### src/rtl/even_parity_checker_rx.sv
// Serial even-parity frame receiver with a one-entry valid/ready output buffer.
// Optional errored-frame counter (err_clr/err_cnt) enabled by PAR_ERR_CNT_EN.
module even_parity_checker_rx #(
  parameter int DATA_W = 3,
  parameter int CNT_W  = 8
) (
  input  logic              clk,
  input  logic              rst_n,
  input  logic              bit_in,
  input  logic              bit_valid,
  input  logic              abort,
  output logic [DATA_W-1:0] data_out,
  output logic              par_out,
  output logic              parity_err,
  output logic              out_valid,
  input  logic              out_ready,
  output logic              overrun,
  output logic              busy
`ifdef PAR_ERR_CNT_EN
  ,
  input  logic              err_clr,
  output logic [CNT_W-1:0]  err_cnt
`endif
);

  localparam int IDX_W = $clog2(DATA_W + 1);

  typedef enum logic [1:0] {
    IDLE = 2'd0,
    DATA = 2'd1,
    PAR  = 2'd2
  } state_t;

  state_t state_q, state_d;

  logic [IDX_W-1:0]  idx_q, idx_d, idx_inc;
  logic [DATA_W-1:0] sh_q, sh_d, sh_nxt;
  logic [DATA_W:0]   sh_ext;
  logic              acc_q, acc_d;
  logic              busy_d;

  logic              done;
  logic              frame_err;
  logic              load;
  logic              drop;
  logic              valid_d;

  // First bit received ends up in the MSB after DATA_W shifts.
  assign sh_ext  = {sh_q, bit_in};
  assign sh_nxt  = sh_ext[DATA_W-1:0];
  assign idx_inc = idx_q + IDX_W'(1);

  always_comb begin
    state_d   = state_q;
    idx_d     = idx_q;
    sh_d      = sh_q;
    acc_d     = acc_q;
    done      = 1'b0;
    frame_err = acc_q ^ bit_in;
    if (abort) begin
      state_d = IDLE;
      idx_d   = '0;
      sh_d    = '0;
      acc_d   = 1'b0;
    end else begin
      unique case (state_q)
        IDLE: begin
          if (bit_valid) begin
            sh_d    = sh_nxt;
            acc_d   = bit_in;
            idx_d   = IDX_W'(1);
            state_d = (DATA_W == 1) ? PAR : DATA;
          end
        end
        DATA: begin
          if (bit_valid) begin
            sh_d  = sh_nxt;
            acc_d = acc_q ^ bit_in;
            idx_d = idx_inc;
            if (idx_inc == IDX_W'(DATA_W)) begin
              state_d = PAR;
            end
          end
        end
        PAR: begin
          if (bit_valid) begin
            done    = 1'b1;
            state_d = IDLE;
            idx_d   = '0;
            sh_d    = '0;
            acc_d   = 1'b0;
          end
        end
        default: begin
          state_d = IDLE;
          idx_d   = '0;
          sh_d    = '0;
          acc_d   = 1'b0;
        end
      endcase
    end
  end

  assign busy_d = (state_d != IDLE);

  // A completed frame only enters the buffer if it is empty or draining now.
  assign load = done & (~out_valid | out_ready);
  assign drop = done & out_valid & ~out_ready;

  always_comb begin
    valid_d = out_valid;
    if (load) begin
      valid_d = 1'b1;
    end else if (out_valid && out_ready) begin
      valid_d = 1'b0;
    end
  end

  always_ff @(posedge clk or negedge rst_n) begin
    if (!rst_n) begin
      state_q <= IDLE;
      idx_q   <= '0;
      sh_q    <= '0;
      acc_q   <= 1'b0;
      busy    <= 1'b0;
    end else begin
      state_q <= state_d;
      idx_q   <= idx_d;
      sh_q    <= sh_d;
      acc_q   <= acc_d;
      busy    <= busy_d;
    end
  end

  always_ff @(posedge clk or negedge rst_n) begin
    if (!rst_n) begin
      data_out   <= '0;
      par_out    <= 1'b0;
      parity_err <= 1'b0;
      out_valid  <= 1'b0;
      overrun    <= 1'b0;
    end else begin
      out_valid <= valid_d;
      overrun   <= drop;
      if (load) begin
        data_out   <= sh_q;
        par_out    <= bit_in;
        parity_err <= frame_err;
      end
    end
  end

`ifdef PAR_ERR_CNT_EN
  localparam logic [CNT_W-1:0] CNT_MAX = '1;

  always_ff @(posedge clk or negedge rst_n) begin
    if (!rst_n) begin
      err_cnt <= '0;
    end else if (err_clr) begin
      err_cnt <= '0;
    end else if (load && frame_err && (err_cnt != CNT_MAX)) begin
      err_cnt <= err_cnt + CNT_W'(1);
    end
  end
`endif

endmodule

### config.mk
export PLATFORM = sky130hd
export DESIGN_NAME = even_parity_checker_rx
export DESIGN_NICKNAME = d
export VERILOG_FILES = /design/src/rtl/even_parity_checker_rx.sv
export SDC_FILE = /design/constraint.sdc
export NUM_CORES = 1
export LEC_CHECK = 0
export ABC_AREA = 1
export CAP_MARGIN = 20
export CORE_MARGIN = 2
export CORE_UTILIZATION = 44
export DETAILED_ROUTE_END_ITERATION = 6
export PLACE_DENSITY = 0.73
export REMOVE_ABC_BUFFERS = 1
export SYNTH_ARGS = -nofsm -noshare
export SYNTH_HDL_FRONTEND = slang
export SYNTH_SLANG_ARGS = --single-unit
export TNS_END_PERCENT = 5
### constraint.sdc
create_clock -name clk -period 1.3 [get_ports clk]
set_clock_uncertainty 0.15 [all_clocks]
set_input_delay 0.26 -clock clk [delete_from_list [all_inputs] [get_ports clk]]
set_output_delay 0.26 -clock clk [all_outputs]
set_load 0.01 [all_outputs]
* After elaboration in Yosys (flattened, before gate mapping)
Cells that the tools add are included.
Cells by class: $add $sub $neg 1, eq/ne operators 7, muxes and demuxes 25, bitwise operators 7, reductions and logical operators 7
Operators with widths (number):
- 2-bit two-way mux | 9
- 2-bit one-hot mux with 3 select lines | 2
- 1-bit two-way mux | 9
- 3-bit two-way mux | 3
- 3-bit inequality test, second input constant | 3
- 3-bit one-hot mux with 2 select lines | 1
- 2-bit == test, second input constant | 2
- 2-bit nonzero test | 2
- 1-bit bitwise AND | 3
- 3-bit by 1-bit inequality test with 1-bit output, second input constant | 1
- 1-bit one-hot mux with 3 select lines | 1
- 3-bit AND reduction | 1
- 2-bit by 1-bit adder with 2-bit output, second input constant | 1
- 2-bit by 1-bit == test with 1-bit output, second input constant | 1
- 2-bit logical NOT | 1
- 1-bit inverter | 2
- 2-bit AND reduction | 1
- 2-bit OR reduction | 1
- 1-bit logical AND | 1
- 1-bit OR | 1
- 1-bit XOR | 1
Storage, ports and cells: register bits after elaboration 16, bits of input ports 6, output and inout bits 8, word-level logic and storage cells 57

* Depth between registers and ports, before layout
Gate-level depths: netlist of the first run.
word-level depth 7, gate-level depth with buffers 7, mapped depth without buffers 7

* Worst setup path before layout of the first run
Ideal clock, no wire load.
path kind register -> register, from register state_q[0], to register parity_err, setup time 0.119 ns, data arrival time 0.910 ns, required time 1.031 ns, path slack 0.122 ns, stages on the path, launching flop included 7, buffers on the path 0, clock period less this slack 1.178 ns, cells stage by stage dfrtp_1 > inv_1 > nand2_2 > nor2_4 > nand2_4 > nand2_1 > nand2_1
On the way: word-level cells in the longest chain between the ends 4
Ends and longest elaborated chain:
- start: declaration | RTL line 34 | state_t state_q, state_d;
- start signal: assignment | RTL line 127 | state_q <= state_d;
- 2-bit == test | RTL line 66 | unique case (state_q)
- 1-bit two-way mux | RTL line 66
- 1-bit two-way mux | RTL line 60 | if (abort) begin
- 1-bit bitwise AND | RTL line 107 | assign load = done & (~out_valid | out_ready);
- end signal: assignment | RTL line 148 | parity_err <= frame_err;
- end: declaration | RTL line 14 | output logic parity_err,
Every way passes these cells. A chain may end at the register's enable or synchronous reset.

* Final worst setup path of the first run
Same ends and word-level chain as after synthesis.

==> out/metrics.csv, run 1 <==
stage;metric;value;unit
critical_path;crit_slowest_cell;dfrtp_1;
logic_synthesis;syn_area;727;um2
clock_tree;cts-root-buf;clkbuf_4;
die;initial_core_util;47.7;%
clock_tree;cts_sinks;16;
logic_synthesis;synthTopCellsByCount;36 x nand2_1, 16 x dfrtp_1, 9 x nand3_1;
critical_path;critPathKind;flip-flop to flip-flop;
logic_synthesis;yosysUniqueCellTypes;17;
clock_tree;clockBufferDepth;2;
global_routing;grt_pass1_vias;628;
logic_synthesis;yosysWarnings;0;
timing;fin_ws;0.0676;ns
critical_path;crit_chain;inv_2 > nand2_2 > nor2_4 > nand2_4 > nand2_1 > nand2_1;
logic_synthesis;postSynthAreaPerCell;8.36;um2
logic_synthesis;synth_edf_count;0;
finish;fillCellCount;116;
routing;post_drt_wl_per_cell;11.6;um
clock_tree;h-tree-depth;1;
outcome;status;finished clean;
die;die-area;1990;um2
logic_synthesis;yosys.area.top_type;dfrtp_1;
timing;fin_tns_setup;0;ns
clock_tree;cts_tree;done;
routing;firstDrtPassIters;4;
routing;first_iter_violations;30;
timing;hold_viol_final;0;
power;power_per_cell_area;1030;nW/um2
routing;wl_met2;683;um
clock_tree;clk_latency;0.28;ns
logic_synthesis;synth_most_common_cell;nand2_1;
routing;wl;1510;um
logic_synthesis;ys_ff_latch;16;
die;num_rows;14;
critical_path;cp-startpoint;state_q[0];
critical_path;worstSetupStartpointType;flip-flop;
timing;setup_viol;0;
finish;final_nets;122;
logic_synthesis;synthCells;87;
hold_path;hold_path_class;input pin to async pin;
timing;clock.fmax;0.811;GHz
critical_path;r2r-start;state_q[0];
critical_path;path_common_cell;nand2_1;
placement;dp_hpwl;1130;um
critical_path;slowest_delay;0.43;ns
finish;antennaDiodeCount;0;
clock_tree;cts_buffers;3;
routing;detail-route-antenna-nets;0;
placement;dp_slack;-0.244;ns
finish;syn_to_final_growth;32.2;%
routing;vias;642;
global_routing;antenna_found_initial;0;
power;ir_worst_vdd;0.648;mV
routing;wl_met3;121;um
timing;tightest_slew;0.202;ns
critical_path;crit_fanout;6;
timing;min_period_over_period;94.8;%
global_routing;grt_max_degree;17;
die;fp.dieW;44.6;um
logic_synthesis;async_reset_ff_share;100;%
global_routing;grt_first_pass_wirelength;2570;um
global_routing;track_usage;18.1;%
timing;drv_slew;0;
timing;timing.final.crit_period;1.23;ns
timing;rsz0062_at_grt;yes;
logic_synthesis;ys_seq_area_share;55.1;%
clock_tree;clk_pin_slew;0.10;ns
placement;placed_area;930;um2
placement;portBuffers;13;
critical_path;required;1.33;ns
logic_synthesis;synthTopCellsByArea;dfrtp_1 55%, nand2_1 19%, nand3_1 6.2%, inv_1 4.1%, nand3b_1 2.1%;
die;ios;14;
die;core;1520;um2
critical_path;end_kind;flip-flop;
routing;vias_per_cell;4.94;
finish;drive_gt1_share;28.9;%
timing;slew_headroom;86.5;%
global_routing;grt_overflow;0;
logic_synthesis;synth_top_flop_cell;dfrtp_1;
run;drv_cap;0;
finish;stdcell_area;961;um2
critical_path;arrival;1.26;ns
routing;drc_errors;0;
placement;globalplace.congestion;0.880;
routing;met1_length;691;um
routing;top_layer;met4;
die;die-height;44.6;um
power;leakage;0.000566;uW
logic_synthesis;yosysTopAreaCellShare;55.1;%
==> placed cells by master, fill, tap and decap left out, drive strengths merged <==
| cell | instances |
|---|---|
| o211ai | 1 |
| nor2 | 6 |
| nand2 | 39 |
| clkdlybuf4s50 | 3 |
| ha | 1 |
| buf | 17 |
| o21ai | 2 |
| clkbuf | 5 |
| inv | 9 |
| nand3 | 9 |
| dfrtp | 16 |
| nand3b | 2 |
| dlymetal6s2s | 2 |
| nor3 | 1 |
| nand4 | 1 |
==> path summary, 6_finish.rpt <==
path	to	slack (ns)	depth (start not counted)
worst min-delay path	par_out	0.13	2
worst min register to register	data_out[0]	0.33	2
worst max-delay path	parity_err	0.07	6
max in group asynchronous	data_out[0]	0.69	2
worst max register to register	parity_err	0.07	6
min in group clk	overrun	0.18	3
==> routing by layer <==
layer,up-vias,track usage [%]
li1,327,-
met1,284,21.1
met2,29,29.9
met3,2,4.90
met4,0,9.70
met5,-,0
==> flip-flops by register name (all words and copies together), names as in the netlist <==
name / cells
data_out: 3
state_q: 2
busy: 1
acc_q: 1
overrun: 1
parity_err: 1
par_out: 1
idx_q: 2
sh_q: 3
out_valid: 1
==> power by group <==
part	leakage, uW	internal, uW	switching (uW)
Clock	0.0000210	170	159
Sequential	0.000215	519	14.5
Combinational	0.000330	56.0	70.7
Total	0.000566	746	244
==> area by class of cell <==
| type | instances | area, um2 | share of cell area (%) |
|---|---|---|---|
| clock buffer | 4 | 36.3 | 3.78 |
| inverter | 9 | 33.8 | 3.52 |
| timing repair buffer | 23 | 170 | 17.7 |
| tap | 16 | 20.0 | 2.08 |
| multi-input combinational | 62 | 300 | 31.2 |
| sequential | 16 | 400 | 41.7 |
==> cells by family after synthesis <==
group	after synthesis	synth area share, %
AND/OR/NAND/NOR	58	36.1
flip-flops	16	55.1
buffers and inverters	9	4.65
AO/OA/AOI/OAI	3	2.41
adder cells (fa/ha/maj)	1	1.72
==> stage by stage <==
stage / util (%) / instances / total power, uW / hold WS (ns)
finish: 63.1 / 130 / 990 / 0.130
global route: 63.1 / 130 / 1040 / 0.157
CTS: 63.0 / 130 / 998 / 0.139
detailed placement: 61.0 / 123 / 669 / 0.316
global placement: 61.0 / 123 / 665 / 0.311
floorplan: - / 87 / 598 / -0.186
==> critical path: cells and delay by family, from the launching register on <==
family	cells	cell delay, ns
buffers and inverters	1	0.10
DFF	1	0.43
and+or+nand+nor	5	0.43
==> what timing repair did <==
item                       in CTS  in global routing
hold buffers                    0                  0
gates resized for setup        29                  9
pin swaps                       0                  2
buffers inserted                3                  0
setup endpoints to repair       8                 11
Power figures use the tool's default switching activity.
==> run 2: changes to the inputs <==
Settings changed: CORE_UTILIZATION 44 to 52, DONT_BUFFER_PORTS set to 1, GPL_ROUTABILITY_DRIVEN set to 0, PLACE_DENSITY 0.73 to 0.71.
==> out/metrics.csv, run 2 (synthesis results as in run 1) <==
stage;metric;value;unit
timing;tightest_slew;0.714;ns
die;ios;14;
clock_tree;h-tree-depth;1;
finish;finish.utilization;62.3;%
clock_tree;cts_buffers;3;
timing;hold_viol_final;0;
clock_tree;cts_tree;done;
timing;clock.fmax;0.818;GHz
critical_path;end_kind;flip-flop;
timing;slew_headroom;52.3;%
power;power_per_cell_area;1080;nW/um2
global_routing;grt_first_pass_wirelength;2010;um
power;power.switching;214;uW
power;clkPwrFrac;28.5;%
global_routing;track_usage;18.2;%
routing;first_iter_violations;6;
critical_path;r2r_setup_slack;0.08;ns
finish;antennaDiodeCount;0;
die;num_rows;13;
critical_path;crit_slowest_cell;dfrtp_1;
die;die-area;1710;um2
global_routing;grt_max_degree;17;
finish;final_cell_mix;35 x nand2_1, 16 x dfrtp_1, 9 x nand3_1;
critical_path;critPathKind;flip-flop to flip-flop;
placement;dp_hpwl;913;um
die;die-height;41.4;um
timing;drv_slew;0;
finish;final_nets;103;
power;internal-power;660;uW
clock_tree;clockBufferDepth;2;
finish;layout.cells.most_common;nand2_1;
timing;timing.final.crit_period;1.22;ns
routing;post_drt_wl_per_cell;11.9;um
routing;vias;561;
global_routing;grt_overflow;0;
timing;min_period_over_period;94.0;%
critical_path;crit_chain;inv_2 > nand2_2 > nor2_4 > nand2_4 > nand2_2 > nand2_1;
placement;place_inst;102;
power;switching_share;24.5;%
finish;syn_to_final_growth;11.5;%
die;initial_core_util;55.9;%
timing;rsz0062_at_grt;yes;
global_routing;antenna_found_initial;0;
power;comb_power_share;10.1;%
critical_path;rr_worst_depth;6;
die;core;1300;um2
routing;drc_errors;0;
critical_path;crit_fanout;6;
power;ir_worst_vdd;0.551;mV
clock_tree;cts_sinks;16;
routing;wl;1300;um
clock_tree;cts-root-buf;clkbuf_4;
power;leakage;0.000450;uW
routing;firstDrtPassIters;3;
critical_path;worstSetupStartpointType;flip-flop;
clock_tree;clk_pin_slew;0.09;ns
hold_path;hold_path_class;input pin to flip-flop;
outcome;status;finished clean;
timing;setup_viol;0;
clock_tree;clk_latency;0.28;ns
hold_path;hold_path_depth;3;
run;drv_cap;0;
finish;fin_cells;109;
global_routing;grt_pass1_vias;501;
finish;reg_top3;data_out: 3 flops, sh_q: 3 flops;
placement;portBuffers;0;
finish;drive_gt1_share;12.8;%
critical_path;slowest_delay;0.42;ns
critical_path;required;1.32;ns
timing;hold-worst-slack;0.0182;ns
power;seqPwrFrac;61.4;%
critical_path;path_common_cell;nand2_2;
timing;fin_tns_setup;0;ns
routing;vias_per_cell;5.15;
routing;detail-route-antenna-nets;0;
die;fp.dieW;41.4;um
critical_path;arrival;1.24;ns
## run 2: changes by cell type in the layout (fill, tap and decap cells not counted), sizes merged
cell,delta
buf,-16
clkdlybuf4s50,-3
dlymetal6s2s,-2
clkbuf,-2
dlygate4sd3,+3
## run 2: layout make-up
cell class | count | area [um2]
repair buffers | 4 | 37.5
inverters | 9 | 36.3
clock buffers | 3 | 22.5
fillers | 126 | 490
flip-flops and latches | 16 | 400
multi-input cells | 62 | 295
well taps | 15 | 18.8
## run 2: final timing paths
path,startpoint,to
worst max-delay path,state_q[0],parity_err
worst min-delay path,abort,state_q[0]
worst max register to register,state_q[0],parity_err
worst min register to register,sh_q[2],sh_q[2]
max in group asynchronous,rst_n,data_out[2]
min in group asynchronous,rst_n,overrun
## run 2: critical path: cells and delay by family, from the launching register on
kind | cells | cell delay (ns)
flops | 1 | 0.42
simple gates | 5 | 0.45
buf+inv | 1 | 0.10
## run 2: routing by layer
| layer | part of all wire [%] | up-vias | global-route usage, % | routed length [um] |
|---|---|---|---|---|
| met5 | 0 | - | 0 | 0 |
| met4 | 1.6 | 0 | 9.68 | 21 |
| met1 | 51 | 258 | 24.4 | 661 |
| li1 | - | 290 | - | - |
| met2 | 43 | 9 | 27.0 | 564 |
| met3 | 3.9 | 4 | 4.26 | 51 |
## run 2: stage by stage
step	worst slack [ns]	cell area (um2)	power, uW
3_5_place_dp	0.0300	746	611
3_3_place_gp	0.0572	746	610
6_report	0.0779	811	874
2_1_floorplan	0.122	727	598
5_1_grt	-0.00580	811	918
4_1_cts	0.00954	798	870
## run 2: power groups by stage
stage	registers [uW]	clock network [uW]	logic (uW)
floorplan	543	0	54.8
global placement	547	0	63.9
detailed placement	546	0	64.3
CTS	536	252	82.0
global route	540	274	104
finish	537	249	87.9
## run 2: what timing repair did
| item | 4_1_cts | 5_1_grt |
|---|---|---|
| endpoints found under the setup margin | 0 | 7 |
| endpoints found under the hold margin | 19 | 0 |
| hold buffers | 3 | 0 |
| setup buffers | 0 | 1 |
| resized for setup | 0 | 3 |
==> run 3: changes to the inputs <==
Settings changed: PLACE_DENSITY 0.71 to unset, PLACE_DENSITY_LB_ADDON set to 0.12.
==> out/metrics.csv, run 3 (synthesis results as in run 1) <==
stage;metric;value;unit
routing;first_iter_violations;16;
finish;drive_gt1_share;17.7;%
finish;reg_top3;data_out: 3 flops, sh_q: 3 flops;
finish;syn_to_final_growth;15.7;%
routing;vias_per_cell;4.99;
finish;stdcell_area;841;um2
power;comb_power_share;9.6;%
die;initial_core_util;55.9;%
die;core;1300;um2
timing;hold_viol_final;0;
timing;clock.fmax;0.822;GHz
clock_tree;clk_latency;0.28;ns
critical_path;worstSetupStartpointType;flip-flop;
power;power.switching;230;uW
global_routing;grt_max_degree;17;
placement;dp_slack;0.0229;ns
timing;hold-worst-slack;0.0305;ns
power;clkPwrFrac;34.1;%
critical_path;crit_chain;inv_2 > nand2_4 > nor2_4 > nand2_4 > nand2_2 > nand2_2;
timing;setup_viol;0;
timing;fin_ws;0.0837;ns
timing;tightest_slew;0.708;ns
timing;slew_headroom;52.7;%
critical_path;cpLargestDelayFamily;simple AND/OR/NAND/NOR gates;
finish;layout.cells.most_common;nand2_1;
power;switching_share;24.0;%
critical_path;cp_num_buf_inv;1;
placement;portBuffers;0;
power;power_per_cell_area;1140;nW/um2
critical_path;crit_slowest_cell;dfrtp_1;
power;seqPwrFrac;56.3;%
global_routing;antenna_found_initial;0;
finish;final_nets;104;
die;ios;14;
die;die-height;41.4;um
routing;vias;554;
critical_path;slowest_delay;0.42;ns
finish;final_cell_mix;33 x nand2_1, 15 x dfrtp_1, 9 x nand3_1;
critical_path;end_kind;flip-flop;
clock_tree;clk_pin_slew;0.09;ns
power;internal-power;725;uW
die;die-area;1710;um2
global_routing;track_usage;18.0;%
clock_tree;h-tree-depth;1;
global_routing;grt_overflow;0;
placement;dp_hpwl;980;um
power;ir_worst_vdd;0.540;mV
outcome;status;finished clean;
die;num_rows;13;
run;drv_cap;0;
critical_path;crit_fanout;6;
clock_tree;cts_buffers;3;
global_routing;grt_first_pass_wirelength;1950;um
power;leakage;0.000465;uW
hold_path;hold_path_class;input pin to flip-flop;
clock_tree;clockBufferDepth;2;
critical_path;critPathKind;flip-flop to flip-flop;
routing;detail-route-antenna-nets;0;
global_routing;grt_pass1_vias;490;
critical_path;required;1.33;ns
clock_tree;cts-root-buf;clkbuf_4;
finish;antennaDiodeCount;0;
finish;fillCellCount;112;
routing;wl;1390;um
routing;firstDrtPassIters;4;
routing;drc_errors;0;
timing;drv_slew;0;
timing;min_period_over_period;93.6;%
clock_tree;cts_sinks;16;
routing;post_drt_wl_per_cell;12.6;um
clock_tree;cts_tree;done;
die;fp.dieW;41.4;um
timing;timing.final.crit_period;1.22;ns
placement;placed_area;753;um2
critical_path;arrival;1.24;ns
-- run 3: cell type report --
cell class | count | area, um2 | share of cell area [%]
flip-flops and latches | 16 | 402 | 47.8
repair buffers | 5 | 45.0 | 5.36
clock buffers | 4 | 36.3 | 4.32
multi-input cells | 62 | 305 | 36.3
inverters | 9 | 33.8 | 4.02
well taps | 15 | 18.8 | 2.23
-- run 3: final timing paths --
path                       startpoint          end  slack [ns]  cells past startpoint
max in group asynchronous       rst_n   state_q[1]        0.19                      1
min in group asynchronous       rst_n  data_out[1]        0.30                      1
max reg2reg                state_q[0]   parity_err        0.08                      6
min                             abort   state_q[1]        0.03                      3
min reg2reg                   sh_q[2]      sh_q[2]        0.35                      2
max                        state_q[0]   parity_err        0.08                      6
-- run 3: power groups by stage --
stage	clock [uW]	combinational (uW)	sequential [uW]
3_3_place_gp	0	66.7	547
2_1_floorplan	0	54.8	543
5_1_grt	359	104	542
6_report	326	91.7	538
3_5_place_dp	0	67.8	547
4_1_cts	332	85.5	537
-- run 3: per-stage QoR --
step / util [%] / std cells / total power [uW] / TNS (ns)
finish: 64.6 / 111 / 955 / 0
detailed placement: 57.9 / 103 / 615 / 0
global placement: 57.9 / 103 / 613 / 0
CTS: 63.0 / 110 / 955 / 0
global route: 64.6 / 111 / 1000 / -0.0165
floorplan: - / 87 / 598 / 0
-- run 3: worst register-to-register path: cells and delay by family, from the launching register on --
family	cells	cell delay (ns)
flip-flops	1	0.42
AND/OR/NAND/NOR	5	0.44
buffers and inverters	1	0.11
-- run 3: what timing repair did --
| item | CTS | global route |
|---|---|---|
| setup buffers | 0 | 1 |
| endpoints found under the hold margin | 19 | 0 |
| endpoints found under the setup margin | 0 | 5 |
| gates resized for setup | 0 | 6 |
| hold buffers | 3 | 0 |
-- run 3: per-layer routing --
| metal | share of wire (%) | up-vias | global-route usage, % |
|---|---|---|---|
| met5 | 0 | - | 0 |
| met4 | 0.93 | 0 | 9.68 |
| met3 | 4.3 | 2 | 5.32 |
| met2 | 47 | 13 | 28.1 |
| met1 | 47 | 249 | 22.3 |
| li1 | - | 290 | - |
